<file path="src/rtl/led_chain_rx.sv">
// WS281x-style one-wire receiver: captures NUM_PIXELS pixels, forwards later bits, commits on latch.
// Optional input stability filter: define LED_CHAIN_RX_DEBOUNCE_EN (uses DEBOUNCE_CYCLES).
module led_chain_rx #(
    parameter int BITS_PER_PIXEL  = 24,
    parameter int NUM_PIXELS      = 2,
    parameter int T1_THRESHOLD    = 30,
    parameter int MIN_HIGH        = 5,
    parameter int MAX_HIGH        = 60,
    parameter int RESET_CYCLES    = 2500,
    parameter int DEBOUNCE_CYCLES = 3
) (
    input  logic                                 i_clk,
    input  logic                                 i_reset,
    input  logic                                 i_serial,
    output logic                                 o_serial,
    output logic [NUM_PIXELS*BITS_PER_PIXEL-1:0] o_pixels,
    output logic [$clog2(NUM_PIXELS+1)-1:0]      o_pixel_count,
    output logic                                 o_frame_valid,
    output logic                                 o_frame_err,
    output logic                                 o_passthru_en
);
    localparam int CW = $clog2(RESET_CYCLES + 1);
    localparam int BW = $clog2(BITS_PER_PIXEL);
    localparam int PW = $clog2(NUM_PIXELS + 1);
    localparam logic [CW-1:0] C_T1       = CW'(T1_THRESHOLD);
    localparam logic [CW-1:0] C_MINH     = CW'(MIN_HIGH);
    localparam logic [CW-1:0] C_MAXH     = CW'(MAX_HIGH);
    localparam logic [CW-1:0] C_RC       = CW'(RESET_CYCLES);
    localparam logic [BW-1:0] C_LAST_BIT = BW'(BITS_PER_PIXEL - 1);
    localparam logic [PW-1:0] C_LAST_PIX = PW'(NUM_PIXELS - 1);
    localparam logic [PW-1:0] C_ALL_PIX  = PW'(NUM_PIXELS);

    if (BITS_PER_PIXEL < 8 || BITS_PER_PIXEL > 32 || NUM_PIXELS < 1 || NUM_PIXELS > 64 ||
        MAX_HIGH >= RESET_CYCLES || DEBOUNCE_CYCLES < 1) begin : g_param_check
        $error("led_chain_rx: illegal parameter value");
    end

    typedef enum logic [2:0] {S_IDLE, S_HIGH, S_LOW, S_PASS, S_LATCH} state_t;

    state_t                                      r_state, w_next;
    logic                                        r_s1, r_s2, r_d;
    logic                                        w_din, w_rise, w_fall;
    logic [CW-1:0]                               r_cnt;
    logic [BITS_PER_PIXEL-2:0]                   r_shift;
    logic [BW-1:0]                               r_bitcnt;
    logic [PW-1:0]                               r_pix_idx, r_pix_cnt;
    logic [NUM_PIXELS-1:0][BITS_PER_PIXEL-1:0]   r_shadow, r_pixels;
    logic                                        r_err, r_passthru, r_fv, r_ferr, r_ser;
    logic                                        w_shift_en, w_err_set, w_bit, w_wrap, w_last, w_commit;
    logic [BITS_PER_PIXEL-1:0]                   w_word;

    always_ff @(posedge i_clk or posedge i_reset) begin
        if (i_reset) begin
            r_s1 <= 1'b0;
            r_s2 <= 1'b0;
        end else begin
            r_s1 <= i_serial;
            r_s2 <= r_s1;
        end
    end

`ifdef LED_CHAIN_RX_DEBOUNCE_EN
    localparam int DW = $clog2(DEBOUNCE_CYCLES + 1);
    logic [DW-1:0] r_db_cnt;
    logic          r_filt;

    // The filtered level follows the synced input only after it disagrees for DEBOUNCE_CYCLES clocks.
    always_ff @(posedge i_clk or posedge i_reset) begin
        if (i_reset) begin
            r_db_cnt <= '0;
            r_filt   <= 1'b0;
        end else if (r_s2 == r_filt) begin
            r_db_cnt <= '0;
        end else if (r_db_cnt == DW'(DEBOUNCE_CYCLES - 1)) begin
            r_db_cnt <= '0;
            r_filt   <= r_s2;
        end else begin
            r_db_cnt <= r_db_cnt + DW'(1);
        end
    end
    assign w_din = r_filt;
`else
    assign w_din = r_s2;
`endif

    assign w_rise   = w_din & ~r_d;
    assign w_fall   = ~w_din & r_d;
    assign w_bit    = (r_cnt >= C_T1);
    assign w_word   = {r_shift, w_bit};
    assign w_wrap   = (r_bitcnt == C_LAST_BIT);
    assign w_last   = (r_pix_idx == C_LAST_PIX);
    assign w_commit = (r_pix_idx != '0) || (r_bitcnt != '0);

    always_ff @(posedge i_clk or posedge i_reset) begin
        if (i_reset) r_state <= S_IDLE;
        else         r_state <= w_next;
    end

    always_comb begin
        w_next     = r_state;
        w_shift_en = 1'b0;
        w_err_set  = 1'b0;
        case (r_state)
            S_IDLE: if (w_rise) w_next = S_HIGH;
            S_HIGH: begin
                if (w_fall) begin
                    if (r_cnt < C_MINH)       w_err_set  = 1'b1;
                    else if (r_cnt <= C_MAXH) w_shift_en = 1'b1;
                    // The last captured bit hands the rest of the frame to passthrough timing.
                    if (r_cnt >= C_MINH && r_cnt <= C_MAXH && w_wrap && w_last) w_next = S_PASS;
                    else                                                        w_next = S_LOW;
                end else if (r_cnt > C_MAXH) begin
                    w_err_set = 1'b1;
                end
            end
            S_LOW: begin
                if (w_rise)              w_next = S_HIGH;
                else if (r_cnt == C_RC)  w_next = S_LATCH;
            end
            S_PASS: if (!w_din && !r_d && r_cnt == C_RC) w_next = S_LATCH;
            S_LATCH: w_next = S_IDLE;
            default: w_next = S_IDLE;
        endcase
    end

    always_ff @(posedge i_clk or posedge i_reset) begin
        if (i_reset) begin
            r_d        <= 1'b0;
            r_cnt      <= '0;
            r_shift    <= '0;
            r_bitcnt   <= '0;
            r_pix_idx  <= '0;
            r_pix_cnt  <= '0;
            r_err      <= 1'b0;
            r_passthru <= 1'b0;
            r_fv       <= 1'b0;
            r_ferr     <= 1'b0;
            r_ser      <= 1'b0;
        end else begin
            r_d   <= w_din;
            r_ser <= r_passthru & r_d;
            if (w_rise || w_fall)  r_cnt <= '0;
            else if (r_cnt != C_RC) r_cnt <= r_cnt + CW'(1);
            if (w_shift_en) begin
                r_shift <= w_word[BITS_PER_PIXEL-2:0];
                if (w_wrap) begin
                    r_bitcnt  <= '0;
                    r_pix_idx <= r_pix_idx + PW'(1);
                end else begin
                    r_bitcnt  <= r_bitcnt + BW'(1);
                end
            end
            if (w_err_set) r_err <= 1'b1;
            r_passthru <= (r_pix_idx == C_ALL_PIX);
            r_fv       <= 1'b0;
            if (r_state == S_LATCH) begin
                if (w_commit) begin
                    r_pix_cnt <= r_pix_idx;
                    r_fv      <= 1'b1;
                    r_ferr    <= r_err | (r_bitcnt != '0);
                end
                r_bitcnt   <= '0;
                r_pix_idx  <= '0;
                r_err      <= 1'b0;
                r_passthru <= 1'b0;
            end
        end
    end

    // Only slots completed in this frame are committed; the rest keep their last committed value.
    always_ff @(posedge i_clk or posedge i_reset) begin
        if (i_reset) begin
            r_shadow <= '0;
            r_pixels <= '0;
        end else begin
            for (int i = 0; i < NUM_PIXELS; i++) begin
                if (w_shift_en && w_wrap && r_pix_idx == PW'(i))
                    r_shadow[i] <= w_word;
                if (r_state == S_LATCH && w_commit && PW'(i) < r_pix_idx)
                    r_pixels[NUM_PIXELS-1-i] <= r_shadow[i];
            end
        end
    end

    assign o_serial      = r_ser;
    assign o_pixels      = r_pixels;
    assign o_pixel_count = r_pix_cnt;
    assign o_frame_valid = r_fv;
    assign o_frame_err   = r_ferr;
    assign o_passthru_en = r_passthru;
endmodule

</file>
<file path="config.mk">
export PLATFORM = sky130hd
export DESIGN_NAME = led_chain_rx
export DESIGN_NICKNAME = d
export VERILOG_FILES = /design/src/rtl/led_chain_rx.sv
export SDC_FILE = /design/constraint.sdc
export NUM_CORES = 1
export LEC_CHECK = 0
export ABC_AREA = 1
export CORE_ASPECT_RATIO = 1.5
export CORE_MARGIN = 2
export CORE_UTILIZATION = 62
export DETAILED_ROUTE_END_ITERATION = 12
export GPL_TIMING_DRIVEN = 0
export PLACE_DENSITY = 0.82
export SYNTH_ARGS = -nofsm -noshare
export SYNTH_HDL_FRONTEND = slang
export SYNTH_SLANG_ARGS = --single-unit
</file>
<file path="constraint.sdc">
create_clock -name i_clk -period 13 [get_ports i_clk]
set_input_delay 1.95 -clock i_clk [delete_from_list [all_inputs] [get_ports i_clk]]
set_output_delay 1.95 -clock i_clk [all_outputs]
set_load 0.1 [all_outputs]
</file>
Word-level counts from Yosys, hierarchy flattened --
Index checks and enable logic that the tools add are counted.
Word-level totals: register bits after elaboration 151, input bits 3, output and inout port bits 54, logic and storage cells 101
Cells by class: add/sub/neg operators 3, magnitude comparators 7, equality and inequality tests 13, mux-type cells 28, bitwise logic cells 6, reductions and logical operators 26
Operators with widths (number):
- $mux 12 | 2
- $mux 3 | 5
- $mux 5 | 3
- $mux 1 | 14
- $add 12x1->12 const B | 1
- $eq 12x12->1 const B | 1
- $ge 12x3->1 const B | 1
- $ge 12x5->1 const B | 1
- $gt 12x6->1 const B | 1
- $le 12x6->1 const B | 1
- $lt 12x3->1 const B | 1
- $ne 12x12->1 const B | 1
- $pmux 3 s4 | 1
- $logic_and 1x1->1 | 11
- $reduce_bool 2->1 | 5
- $eq 3x2->1 const B | 2
- $mux 2 | 3
- $ne 2x2->1 const B | 3
- $add 5x1->5 const B | 1
- $eq 5x5->1 const B | 1
- $reduce_bool 5->1 | 1
- $lt 1x2->1 const A | 2
- $reduce_and 2->1 | 2
- $reduce_and 4->1 | 1
- other kinds (13) | 18

Longest topological paths before layout --
depth in word-level cells 7, mapped depth 12, mapped depth without buffers 11

Least setup slack after synthesis --
OpenSTA, ideal clock, no wires.
kind register -> output, start register r_ferr (netlist: o_frame_err), end output o_frame_err, arrival time 0.898 ns, setup slack 10.152 ns, cell stages (with the launch flop) 1, buffers on the path 0, path through dfrtp_1
RTL lines:
- start, declared | RTL line 48 | logic r_err, r_passthru, r_fv, r_ferr, r_ser;
- start signal, assigned | RTL line 160 | r_ferr <= r_err | (r_bitcnt != '0);
- end, declared | RTL line 19 | output logic o_frame_err,
No word-level cell between the ends.

Final worst setup path --
start register r_pix_cnt[0] (netlist: o_pixel_count[0]), end output o_pixel_count[0]
RTL lines:
- start, declared | RTL line 46 | logic [PW-1:0] r_pix_idx, r_pix_cnt;
- start signal, assigned | RTL line 158 | r_pix_cnt <= r_pix_idx;
- end, declared | RTL line 17 | output logic [$clog2(NUM_PIXELS+1)-1:0] o_pixel_count,
No word-level cell between the ends.

==> metrics.txt <==
Netlist cell types=30; initial core utilization=63.82%; largest net degree at the start of global routing=86; clock transition at the registers of the reported paths=60 ps; CP Class=flip-flop to output port; largest fanout on the critical path=2; total global-route track usage=27.42%; clk sinks=151; RSZ-0062 raised after global routing=no; register bit count reported by yosys=151; register area share after synthesis=58.10%; CP Data Required Time=11050 ps; async set-reset flop share out of synthesis=100.0%; cell family with most CP delay=buffers and inverters; Worst Setup EP=o_pixel_count[0]; setup violators final=0; CP cell instances=clkdlybuf4s50_1; P per Cell Area=roughly 150 nW/um2; Slew HR=around 34%; Layout area overhead=21.47%; Post-Synthesis Cell Area=6504 um2; syn_nets=718; status=finished clean; CTS root buf=clkbuf_16; DR pass1 iterations=7; DRC=0; Buffers on Ports=56; n_diodes=0; Final Hold Fails=0; max incr delay on CP=1150 ps; Clock Latency Late Sink=about 420 ps; min Tclk post-route=3923 ps; area leader, netlist=dfrtp_1; WP depth=1; WL per Instance=~15 um; Gate Count Post-Synth=around 700; most common cell in the netlist=nand2_1; reg2reg end=r_shadow[18]; r2r startpoint=r_cnt[0]; total power=approximately 1.2 mW; dpl ws=approximately 9500 ps; Worst EP arrival=1970 ps; io pins=57; YS warnings=0; CTS H-Tree Depth=4; reg-to-reg slack, setup=10870 ps; Final GP Congestion=0.8549; total gr overflow=0; Nets=794; routed vias=just over 5000; Max Cap Viol=0; top cells by area, synth=dfrtp_1 (58%), nand2_1 (13%), nand4_1 (5.4%), nor2_1 (4.9%), mux2_2 (3.5%); DIE HEIGHT=129.4 um; Lkg Pwr=just over 4 nW; finished layout cell area=7900 um2; startpoint types=flip-flop; CP bufs+invs=1; Max Transition Viols Final=0; remaining antenna violation count=0; Most used DFF post-synth=dfrtp_1; slowest stage cell, crit path=clkdlybuf4s50_1; Worst Clk Skew=6.224 ps; most frequent cells after synthesis=nand2_1 (221), dfrtp_1 (151), nor2_1 (85); worst slew pin tran=986.5 ps; metal1 wirelength=5440 um; crit end category=output port; uppermost layer routed=met4; setup_tns=0 ps; share of the synthesized area in the top cell type=58.10%; global-route wire length before repair=~24000 um; Die ar.=11340 um2; Reg2Reg Depth=11; syn_area_per_cell=9.265 um2; # rows=45; DR iter-0 viols=531; initial antenna violation count=0; layout cells sized above 1=12.64%; hold buffers post-CTS=0; Tcrit/Tclk final=30.17%; PnR worst setup slack=9077 ps; EDFF count, synth=0; met2 WL=approximately 7600 um; Via density=5.512; worst hold slack=346.8 ps; Placeable Area=10190 um2; hold-critical path depth=0; DP Wirelength=9593 um; met3 wire length=between 500 and 600 um; TritonCTS buffer count=17; CP startpoint=o_pixel_count[0]; worst vdd ir=0.1090 mV; Fmax achieved=~0.25 GHz; die width=87.63 um; worst hold path type=flip-flop to flip-flop; final wirelength=14170 um; PostCTS Resize Cnt=0; DP Area=between 7000 and 8000 um2; vias in the first global route=5172; CTS tree=done; Clock Path Buffers=2; Post-CTS Setup Bufs=0
-- cell type report --
class                   count  area (um2)
plain buffers              36       176.4
clock buffers              21       480.5
clock inverters            11       146.4
fillers                   649        2291
inverters                  37       143.9
multi-input cells         478        2410
flip-flops and latches    151        3779
well taps                 141       176.4
repair buffers             57       588.1
-- stage by stage --
stage,cells,util [%]
floorplan,702,-
global placement,899,71.05
detailed placement,900,71.37
CTS,932,77.52
global route,932,77.52
finish,932,77.52
-- report_power, final --
part / leakage (nW) / switching (mW) / internal (mW) / total (mW)
clock network: 0.305 / 0.188 / 0.322 / 0.509
registers: 2.09 / 0.0427 / 0.506 / 0.549
logic: 1.71 / 0.0710 / 0.0387 / 0.110
-- routing by layer --
metal / track usage (%) / vias up
met2: 47.59 / 180
li1: - / 2435
met4: 14.39 / 0
met3: 4.968 / 49
met1: 31.95 / 2473
met5: 0 / -
-- worst min-delay path by stage --
stage / start / end
3_3_place_gp: r_s1 / r_s2
5_1_grt: r_s1 / r_s2
2_1_floorplan: r_s1 / r_s2
6_report: r_s1 / r_s2
3_5_place_dp: r_s1 / r_s2
4_1_cts: r_s1 / r_s2
-- kinds of logic (layout without fill, tap and decap cells) --
kind of cell | count (synthesis) | in the layout | share of synthesized area (%)
multiplexers | 24 | 24 | 4.155
AO/OA/AOI/OAI | 25 | 25 | 2.174
XOR/XNOR | 3 | 3 | 0.4041
buffers and inverters | 73 | 162 | 4.848
AND/OR/NAND/NOR | 413 | 413 | 27.82
flip-flops | 151 | 151 | 58.10
adder cells (fa/ha/maj) | 13 | 13 | 2.501
-- placed cells by master (no fill, tap or decap), drive strengths merged --
cell type / instances
nor3: 6
a31oi: 2
or2: 2
inv: 36
clkbuf: 31
bufinv: 3
o21ai: 13
o22ai: 2
nand3: 33
o211ai: 1
nand2: 221
nor2: 94
buf: 27
clkinv: 7
xor2: 3
clkinvlp: 2
nand4: 56
a21oi: 5
clkdlybuf4s50: 56
mux2: 24
ha: 13
nor4: 1
o31ai: 2
dfrtp: 151
-- state kept, by name, indices dropped and copies added, names as in the netlist --
signal	flops
r_shift	23
r_cnt	12
r_err	1
r_state	3
r_bitcnt	5
o_passthru_en	1
o_pixels	48
r_shadow	48
o_pixel_count	2
o_frame_valid	1
o_serial	1
r_d	1
r_s1	1
o_frame_err	1
r_s2	1
r_pix_idx	2
No activity file was read; power rests on OpenSTA's default activity.
